**config.mk**
```make
export PLATFORM = sky130hd
export DESIGN_NAME = ram_port_arb
export DESIGN_NICKNAME = d
export VERILOG_FILES = /design/src/rtl/ram_port_arb.sv
export SDC_FILE = /design/constraint.sdc
export NUM_CORES = 1
export LEC_CHECK = 0
export BUFFER_PORTS_ARGS = -buffer_cell sky130_fd_sc_hd__buf_2
export CELL_PAD_IN_SITES_DETAIL_PLACEMENT = 2
export CELL_PAD_IN_SITES_GLOBAL_PLACEMENT = 2
export CORE_AREA = 4 4 219 221
export DETAILED_ROUTE_END_ITERATION = 8
export DIE_AREA = 0 0 223 225
export PLACE_DENSITY = 0.57
export SYNTH_ARGS = -nofsm -noshare
export SYNTH_HDL_FRONTEND = slang
export SYNTH_SLANG_ARGS = --single-unit
```
**constraint.sdc**
```tcl
create_clock -name clk -period 5.4 [get_ports clk]
set_input_delay 0.81 -clock clk [delete_from_list [all_inputs] [get_ports clk]]
set_output_delay 0.81 -clock clk [all_outputs]
set_load 0.1 [all_outputs]
```
**src/rtl/ram_port_arb.sv**
```systemverilog
// Round-robin arbiter that lets NREQ requesters share one synchronous RAM port.
// After reset it zero-fills the RAM, then grants one access per cycle.
module ram_port_arb #(
  parameter int unsigned L2WIDTH = 3,
  parameter int unsigned L2SIZE  = 14,
  parameter int unsigned NREQ    = 4,
  parameter int unsigned INIT    = 1,
  localparam int unsigned DW = 8 << L2WIDTH,
  localparam int unsigned BW = 1 << L2WIDTH,
  localparam int unsigned AW = L2SIZE - L2WIDTH
) (
  input  logic                 clk,
  input  logic                 reset,
  input  logic [NREQ-1:0]      req_valid,
  output logic [NREQ-1:0]      req_ready,
  input  logic [NREQ*AW-1:0]   req_addr,
  input  logic [NREQ*DW-1:0]   req_wdata,
  input  logic [NREQ-1:0]      req_we,
  input  logic [NREQ*BW-1:0]   req_bwe,
  output logic [NREQ-1:0]      rsp_valid,
  output logic [DW-1:0]        rsp_data,
  output logic                 init_done,
  output logic                 ram_enable,
  output logic [AW-1:0]        ram_addr,
  output logic [DW-1:0]        ram_wr_data,
  output logic                 ram_WE,
  output logic [BW-1:0]        ram_BWE,
  input  logic [DW-1:0]        ram_rd_data
);

  localparam int unsigned PW = $clog2(NREQ);
  localparam logic [0:0] S_INIT = 1'b0;
  localparam logic [0:0] S_RUN  = 1'b1;

  logic [0:0]      state_q, state_d;
  logic [AW-1:0]   icnt_q, icnt_d;
  logic [PW-1:0]   rr_ptr_q, rr_ptr_d;
  logic [NREQ-1:0] rsp_valid_q, rsp_valid_d;
  logic            init_done_q, init_done_d;

  logic [AW-1:0] addr_a  [NREQ];
  logic [DW-1:0] wdata_a [NREQ];
  logic [BW-1:0] bwe_a   [NREQ];

  logic            found_c;
  logic [PW-1:0]   win_c;
  logic [PW:0]     scan_c;
  logic [NREQ-1:0] ready_c;
  logic            ram_en_c;
  logic            ram_we_c;
  logic [AW-1:0]   ram_addr_c;
  logic [DW-1:0]   ram_wdata_c;
  logic [BW-1:0]   ram_bwe_c;

  // Unflatten requester buses.
  always_comb begin
    for (int i = 0; i < NREQ; i++) begin
      addr_a[i]  = req_addr[i*AW +: AW];
      wdata_a[i] = req_wdata[i*DW +: DW];
      bwe_a[i]   = req_bwe[i*BW +: BW];
    end
  end

  // First valid requester at or after rr_ptr, wrapping modulo NREQ.
  always_comb begin
    found_c = 1'b0;
    win_c   = '0;
    scan_c  = '0;
    for (int k = 0; k < NREQ; k++) begin
      scan_c = {1'b0, rr_ptr_q} + (PW+1)'(k);
      if (scan_c >= (PW+1)'(NREQ)) scan_c = scan_c - (PW+1)'(NREQ);
      if (!found_c && req_valid[scan_c[PW-1:0]]) begin
        found_c = 1'b1;
        win_c   = scan_c[PW-1:0];
      end
    end
  end

  always_comb begin
    state_d     = state_q;
    icnt_d      = icnt_q;
    rr_ptr_d    = rr_ptr_q;
    init_done_d = init_done_q;
    rsp_valid_d = '0;
    ready_c     = '0;
    ram_en_c    = 1'b0;
    ram_we_c    = 1'b0;
    ram_addr_c  = '0;
    ram_wdata_c = '0;
    ram_bwe_c   = '0;
    case (state_q)
      S_INIT: begin
        ram_en_c   = 1'b1;
        ram_we_c   = 1'b1;
        ram_bwe_c  = '1;
        ram_addr_c = icnt_q;
        icnt_d     = icnt_q + AW'(1);
        if (icnt_q == '1) begin
          state_d     = S_RUN;
          init_done_d = 1'b1;
        end
      end
      default: begin
        if (found_c) begin
          ready_c[win_c]     = 1'b1;
          ram_en_c           = 1'b1;
          ram_we_c           = req_we[win_c];
          ram_addr_c         = addr_a[win_c];
          ram_wdata_c        = wdata_a[win_c];
          ram_bwe_c          = bwe_a[win_c];
          rsp_valid_d[win_c] = ~req_we[win_c];
          rr_ptr_d           = (win_c == PW'(NREQ-1)) ? '0 : win_c + PW'(1);
        end
      end
    endcase
  end

  always_ff @(posedge clk or posedge reset) begin
    if (reset) begin
      state_q     <= (INIT != 0) ? S_INIT : S_RUN;
      icnt_q      <= '0;
      rr_ptr_q    <= '0;
      rsp_valid_q <= '0;
      init_done_q <= (INIT == 0);
    end else begin
      state_q     <= state_d;
      icnt_q      <= icnt_d;
      rr_ptr_q    <= rr_ptr_d;
      rsp_valid_q <= rsp_valid_d;
      init_done_q <= init_done_d;
    end
  end

  // Combinational outputs are held quiet while reset is asserted.
  assign req_ready   = reset ? '0 : ready_c;
  assign ram_enable  = ~reset & ram_en_c;
  assign ram_WE      = ~reset & ram_we_c;
  assign ram_addr    = ram_addr_c;
  assign ram_wr_data = ram_wdata_c;
  assign ram_BWE     = ram_bwe_c;
  assign rsp_valid   = rsp_valid_q;
  assign rsp_data    = ram_rd_data;
  assign init_done   = init_done_q;

endmodule

```
==> results of run 1 <==
[cell usage in the layout (no fill, tap or decap), types with 2 or more instances in the layout]
cell type,instances
nor3_1,4
a21oi_1,5
a311oi_2,9
nand3_1,7
xnor2_1,10
buf_4,14
o32ai_1,10
ha_1,5
a211oi_1,97
diode_2,5
nand4_1,2
a311oi_1,55
nand2_1,138
o21ai_0,3
buf_12,6
buf_2,435
nor2b_1,6
mux2i_1,8
dfrtp_1,19
and3_1,100
a211oi_2,6
clkbuf_16,3
inv_1,13
nor2_1,5
[power breakdown]
part	switching (mW)	internal [mW]	leakage, nW	total [mW]
combinational	0.353	0.225	3.25	0.578
sequential	0.00190	0.143	0.245	0.145
clock	0.0574	0.101	0.0382	0.158
total	0.413	0.469	3.54	0.882
[registers in the layout (all words and copies together) (netlist names)]
name	count
icnt_q	11
rsp_valid	4
rr_ptr_q	2
init_done	1
state_q	1
[critical path, delay by kind of cell]
kind	cells	cell delay (ns)
simple gates	3	1.03
compound gates	2	0.35
buf+inv	4	1.60
[worst min-delay path by stage]
stage / to / cells after the start
2_1_floorplan: icnt_q[5]$_DFFE_PP0N_ / 1
5_1_grt: init_done$_DFFE_PP0P_ / 1
3_3_place_gp: init_done$_DFFE_PP0P_ / 1
3_5_place_dp: init_done$_DFFE_PP0P_ / 1
6_report: init_done$_DFFE_PP0P_ / 1
4_1_cts: init_done$_DFFE_PP0P_ / 1
[layer usage]
layer | vias up | GRT usage [%] | routed length (um)
met4 | 4 | 3.42 | 997
met1 | 3241 | 14.9 | 13900
met3 | 60 | 3.32 | 2510
met2 | 308 | 21.8 | 16400
met5 | - | 0 | 26
li1 | 3055 | - | -
[logic make-up after synthesis]
kind of cell / after synthesis / synth area share [%]
and+or+nand+nor: 267 / 29.2
buffers and inverters: 151 / 18.9
xor gates and xnor gates: 10 / 1.94
DFF: 19 / 10.5
AOI/OAI and AO/OA: 194 / 36.0
muxes: 9 / 2.03
adders and majority gates: 5 / 1.39
[cell type report]
cell class	instances	area [sq um]
Antenna cell	5	12.5
Inverter	15	63.8
Sequential cell	19	475
Tap cell	607	759
Fill cell	5577	39200
Timing Repair Buffer	455	2400
Clock buffer	4	78.8
Multi-Input combinational cell	485	3200
[synth_stat cells (2+ instances only)]
master    number
a211oi_1      97
a211oi_2       6
a21oi_1        5
a311oi_1      55
a311oi_2       9
and3_1       100
buf_1          2
buf_2         18
buf_4         66
buf_6          2
clkbuf_1      48
dfrtp_1       19
ha_1           5
inv_1         13
inv_2          2
mux2i_1        8
nand2_1      138
nand3_1        7
nand4_1        2
nor2_1         5
nor2b_1        6
nor3_1         4
o21ai_0        3
o21bai_1       2
o32ai_1       10
xnor2_1       10
==> results.tsv, run 1 <==
metric	value	unit
synth_edf_count	0	
io_pins	564	
htreeDepth	1	
hp-start	init_done$_DFFE_PP0P_	
cts_setup_buffers	0	
final_cells	1590	
die_w	223	um
drt_iter0_drc	218	
crit_chain	buf_2 -> nor2_1 -> or4_4 -> nand2_4 -> inv_6 -> buf_4 -> a211oi_1 -> a311oi_1 -> buf_2	
critical_path_class	in2out	
crit_top_cell	buf_2	
layout-drive-gt1-share	49.5	%
timing.fmax	0.213	GHz
ys_seq_area_share	10.5	%
cts_root_buf	clkbuf_16	
leakage	3.54	nW
fin_crit	4.69	ns
synth_ff_type	dfrtp_1	
r2r-end	rsp_valid[0]$_DFF_PP0_	
cts_made_buffers	3	
postSynthCellCount	655	
synth_top_area_share	16.2	%
worstSetupEndpointType	output port	
ys_types	39	
numPortBuffers	435	
antenna_found_initial	8	
status	finished clean	
hold_buffers	0	
startpoint	req_valid[1]	
drt-pass1-iter-count	4	
drv_slew	0	
groute.usage.overall	12.4	%
grt_max_degree	78	
clk_latency	0.25	ns
final_area	0.00700	sq mm
rrSetupSlack	2.70	ns
postRouteAntennaNets	0	
start_kind	input pin	
rsz0062_at_grt	no	
utilization	15.2	%
whs	0.474	ns
arrival	3.88	ns
hold_class	reg2reg	
worstPathRequired	4.59	ns
cp-endpoint	ram_wr_data[12]	
synth.avg_cell_area	6.88	sq um
dpl-instance-area	0.00691	sq mm
wl_per_cell	21.3	um
totalPowerFinal	0.882	mW
row_count	79	
cts_sinks	19	
routed_via_density	4.19	
setup_viol	0	
layout.nets	1390	
p_per_area	126	mW/mm^2
tightest_slew	0.896	ns
wirelength	33800	um
maxCapViolCount	0	
coreArea	0.0462	sq mm
drc_errors	0	
tns	0	ns
area_growth	55.2	%
path_max_fanout	72	
cpMaxStageDelayCell	inv_6	
grt_pass1_wl	48300	um
crit_path_max_incr_delay	0.66	ns
syn-num-nets	1066	
placedCellCount	1581	
timing.rr.start	rr_ptr_q[0]$_DFFE_PP0P_	
vdd_ir_drop_max	106	uV
grt_pass1_vias	7585	
fin_crit_sh	86.9	%
floorplan.initialDensity	9.76	%
gp_congestion	0.849	
hold_viol	0	
yosys.area.top_type	a211oi_1	
clk_path_buf_depth	2	
dieArea	0.0502	sq mm
gr-total-overflow	0	
synth_warnings	0	
die_y	225	um
synth_area	0.00451	sq mm
relSlewSlack	40.2	%
clk_pin_slew	0.06	ns
async_flop_share	100	%
fin_ws	0.706	ns
dpl.hpwl	27200	um
ff2ff_path_depth	6	
cts_tree	built	
post_cts_resize_count	0	
fin_skew	0.00140	ns
dp_slack	0.737	ns
vias	6668	
yosys-top-cells-area	a211oi_1 (16%), and3_1 (14%), nand2_1 (11%)	
ys_ff_latch	19	
Note: power is estimated with default switching activity, not from simulation.
==> inputs of run 2 (changes only) <==
--- a/config.mk
+++ b/config.mk
@@ -8,10 +8,11 @@
 export BUFFER_PORTS_ARGS = -buffer_cell sky130_fd_sc_hd__buf_2
 export CELL_PAD_IN_SITES_DETAIL_PLACEMENT = 2
 export CELL_PAD_IN_SITES_GLOBAL_PLACEMENT = 2
-export CORE_AREA = 4 4 219 221
+export CORE_AREA = 4 4 215 217
 export DETAILED_ROUTE_END_ITERATION = 8
-export DIE_AREA = 0 0 223 225
-export PLACE_DENSITY = 0.57
+export DIE_AREA = 0 0 219 221
+export HOLD_SLACK_MARGIN = 0.06
+export PLACE_DENSITY = 0.61
 export SYNTH_ARGS = -nofsm -noshare
 export SYNTH_HDL_FRONTEND = slang
 export SYNTH_SLANG_ARGS = --single-unit
==> constraint.sdc (replaced) <==
create_clock -name clk -period 3.75 [get_ports clk]
set_input_delay 0.5625 -clock clk [delete_from_list [all_inputs] [get_ports clk]]
set_output_delay 0.5625 -clock clk [all_outputs]
set_load 0.1 [all_outputs]
==> run 2 against run 1 <==
Compared with the run above: count of clock-buffer cells in the layout fell by 1; via count about the same; die area down 3.5%; clock power up 40%.
==> results.tsv, run 2 (synthesized netlist as in run 1, its figures left out) <==
metric	value	unit	change
status	finished clean		
gr-total-overflow	0		unchanged
grt.met3_usage	3.02	%	-0.30 points
wirelength	33200	um	-2.0%
die_w	219	um	-1.8%
dieArea	0.0484	sq mm	-3.5%
rsz0062_at_grt	no		
drt_iter0_drc	266		+22%
htreeDepth	1		unchanged
die_y	221	um	-1.8%
gp_congestion	0.809		-4.7%
crit_chain	buf_2 -> nor2_1 -> or4b_4 -> nand2_4 -> inv_6 -> buf_12 -> buf_4 -> a211oi_1 -> a311oi_2 -> buf_12		
layout.nets	1393		+0.22%
cpMaxStageDelayCell	or4b_4		
setup_viol	0		unchanged
hold_viol	0		unchanged
vdd_ir_drop_max	126	uV	+19%
leakage	3.83	nW	+8.3%
grtUsageMet2	23.0	%	+1.2 points
drt-pass1-iter-count	4		unchanged
worstPathRequired	3.19	ns	-1.40 ns
clk_path_buf_depth	2		unchanged
p_per_area	155	mW/mm^2	+23%
postRouteAntennaNets	0		unchanged
start_kind	input pin		
fin_skew	0.00336	ns	+0.00197 ns
top_register	icnt_q		
groute.usage.overall	13.0	%	+0.59 points
cts_tree	built		
arrival	2.88	ns	-1.00 ns
floorplan.initialDensity	10.2	%	+0.45 points
numPortBuffers	435		unchanged
layout-drive-gt1-share	56.4	%	+6.9 points
drv_slew	0		unchanged
vias	6674		+0.090%
fin_crit	3.44	ns	
drc_errors	0		unchanged
worstSetupEndpointType	output port		
grt_pass1_vias	7545		-0.53%
final_common_cell	buf_2		
dpl-instance-area	0.00845	sq mm	+22%
relSlewSlack	25.3	%	-15 points
wl_per_cell	21.0	um	-1.2%
totalPowerFinal	1.33	mW	+50%
clk_pin_slew	0.05	ns	about the same
largest_reg_flops	11		unchanged
hold_class	in2async		
whs	0.277	ns	-0.196 ns
top_usage_layer	met2		
coreArea	0.0441	sq mm	-4.4%
final_area	0.00854	sq mm	+22%
utilization	19.3	%	+4.2 points
path_max_fanout	31		-57%
fin_crit_sh	91.8	%	
cts_made_buffers	3		unchanged
final_cell_mix	buf_2 (362), nand2_1 (138), and3_1 (100)		
cts_setup_buffers	0		unchanged
timing.fmax	0.291	GHz	
critical_path_class	in2out		
clk_latency	0.25	ns	about the same
cts_sinks	19		unchanged
area_growth	89.4	%	
cts_root_buf	clkbuf_16		
routed_via_density	4.23		+0.92%
tightest_slew	1.12	ns	+0.221 ns
row_count	77		-2.5%
antenna_found_initial	6		-2
post_cts_resize_count	0		unchanged
grt_pass1_wl	49000	um	+1.4%
crit_path_max_incr_delay	0.40	ns	-0.26 ns
hold_buffers	0		unchanged
io_pins	564		unchanged
maxCapViolCount	0		unchanged
crit_top_cell	buf_12		
gr-usage-met1	15.4	%	+0.56 points
grt_max_degree	78		unchanged
dpl.hpwl	26700	um	-2.0%
## run 2: per-stage QoR
| step | TNS (ns) | cells | setup slack (ns) |
|---|---|---|---|
| global route | 0 | 1576 | 0.119 |
| global placement | 0 | 1569 | 0.282 |
| CTS | 0 | 1573 | 0.254 |
| finish | 0 | 1577 | 0.309 |
| floorplan | -8.50 | 655 | -0.850 |
| detailed placement | 0 | 1569 | 0.254 |
## run 2: report_power, final
part | internal [mW] | switching, mW | total, mW
combinational | 0.344 | 0.551 | 0.895
sequential | 0.207 | 0.00325 | 0.210
clock | 0.143 | 0.0779 | 0.221
## run 2: cell type report
cell class              count  area (sq um)
diodes                      4          10.0
multi-input cells         485          3610
clock buffers               3          75.1
clock inverters             1          5.00
repair buffers            458          3560
fillers                  5262         35600
well taps                 592           741
flip-flops and latches     19           475
inverters                  15          63.8
## run 2: worst paths after layout
check / startpoint / end / slack, ns / depth (start not counted)
max: req_valid[1] / ram_wr_data[34] / 0.31 / 10
min: reset / rsp_valid[3]$_DFF_PP0_ / 0.28 / 2
max reg2reg: rr_ptr_q[0]$_DFFE_PP0P_ / rsp_valid[0]$_DFF_PP0_ / 1.54 / 8
min reg2reg: init_done$_DFFE_PP0P_ / init_done$_DFFE_PP0P_ / 0.49 / 1
max in group asynchronous: reset / state_q$_DFF_PP0_ / 2.97 / 3
min in group clk: init_done$_DFFE_PP0P_ / init_done$_DFFE_PP0P_ / 0.49 / 1
## run 2: critical path, delay by kind of cell
family / cells / cell delay (ns)
compound gates: 2 / 0.42
buf+inv: 5 / 1.01
simple gates: 3 / 0.81
## run 2: routing by layer
metal,share of wire [%],wire length [um]
met1,40,13300
met5,0.036,12
met4,3.1,1040
met3,7.4,2440
met2,49,16400
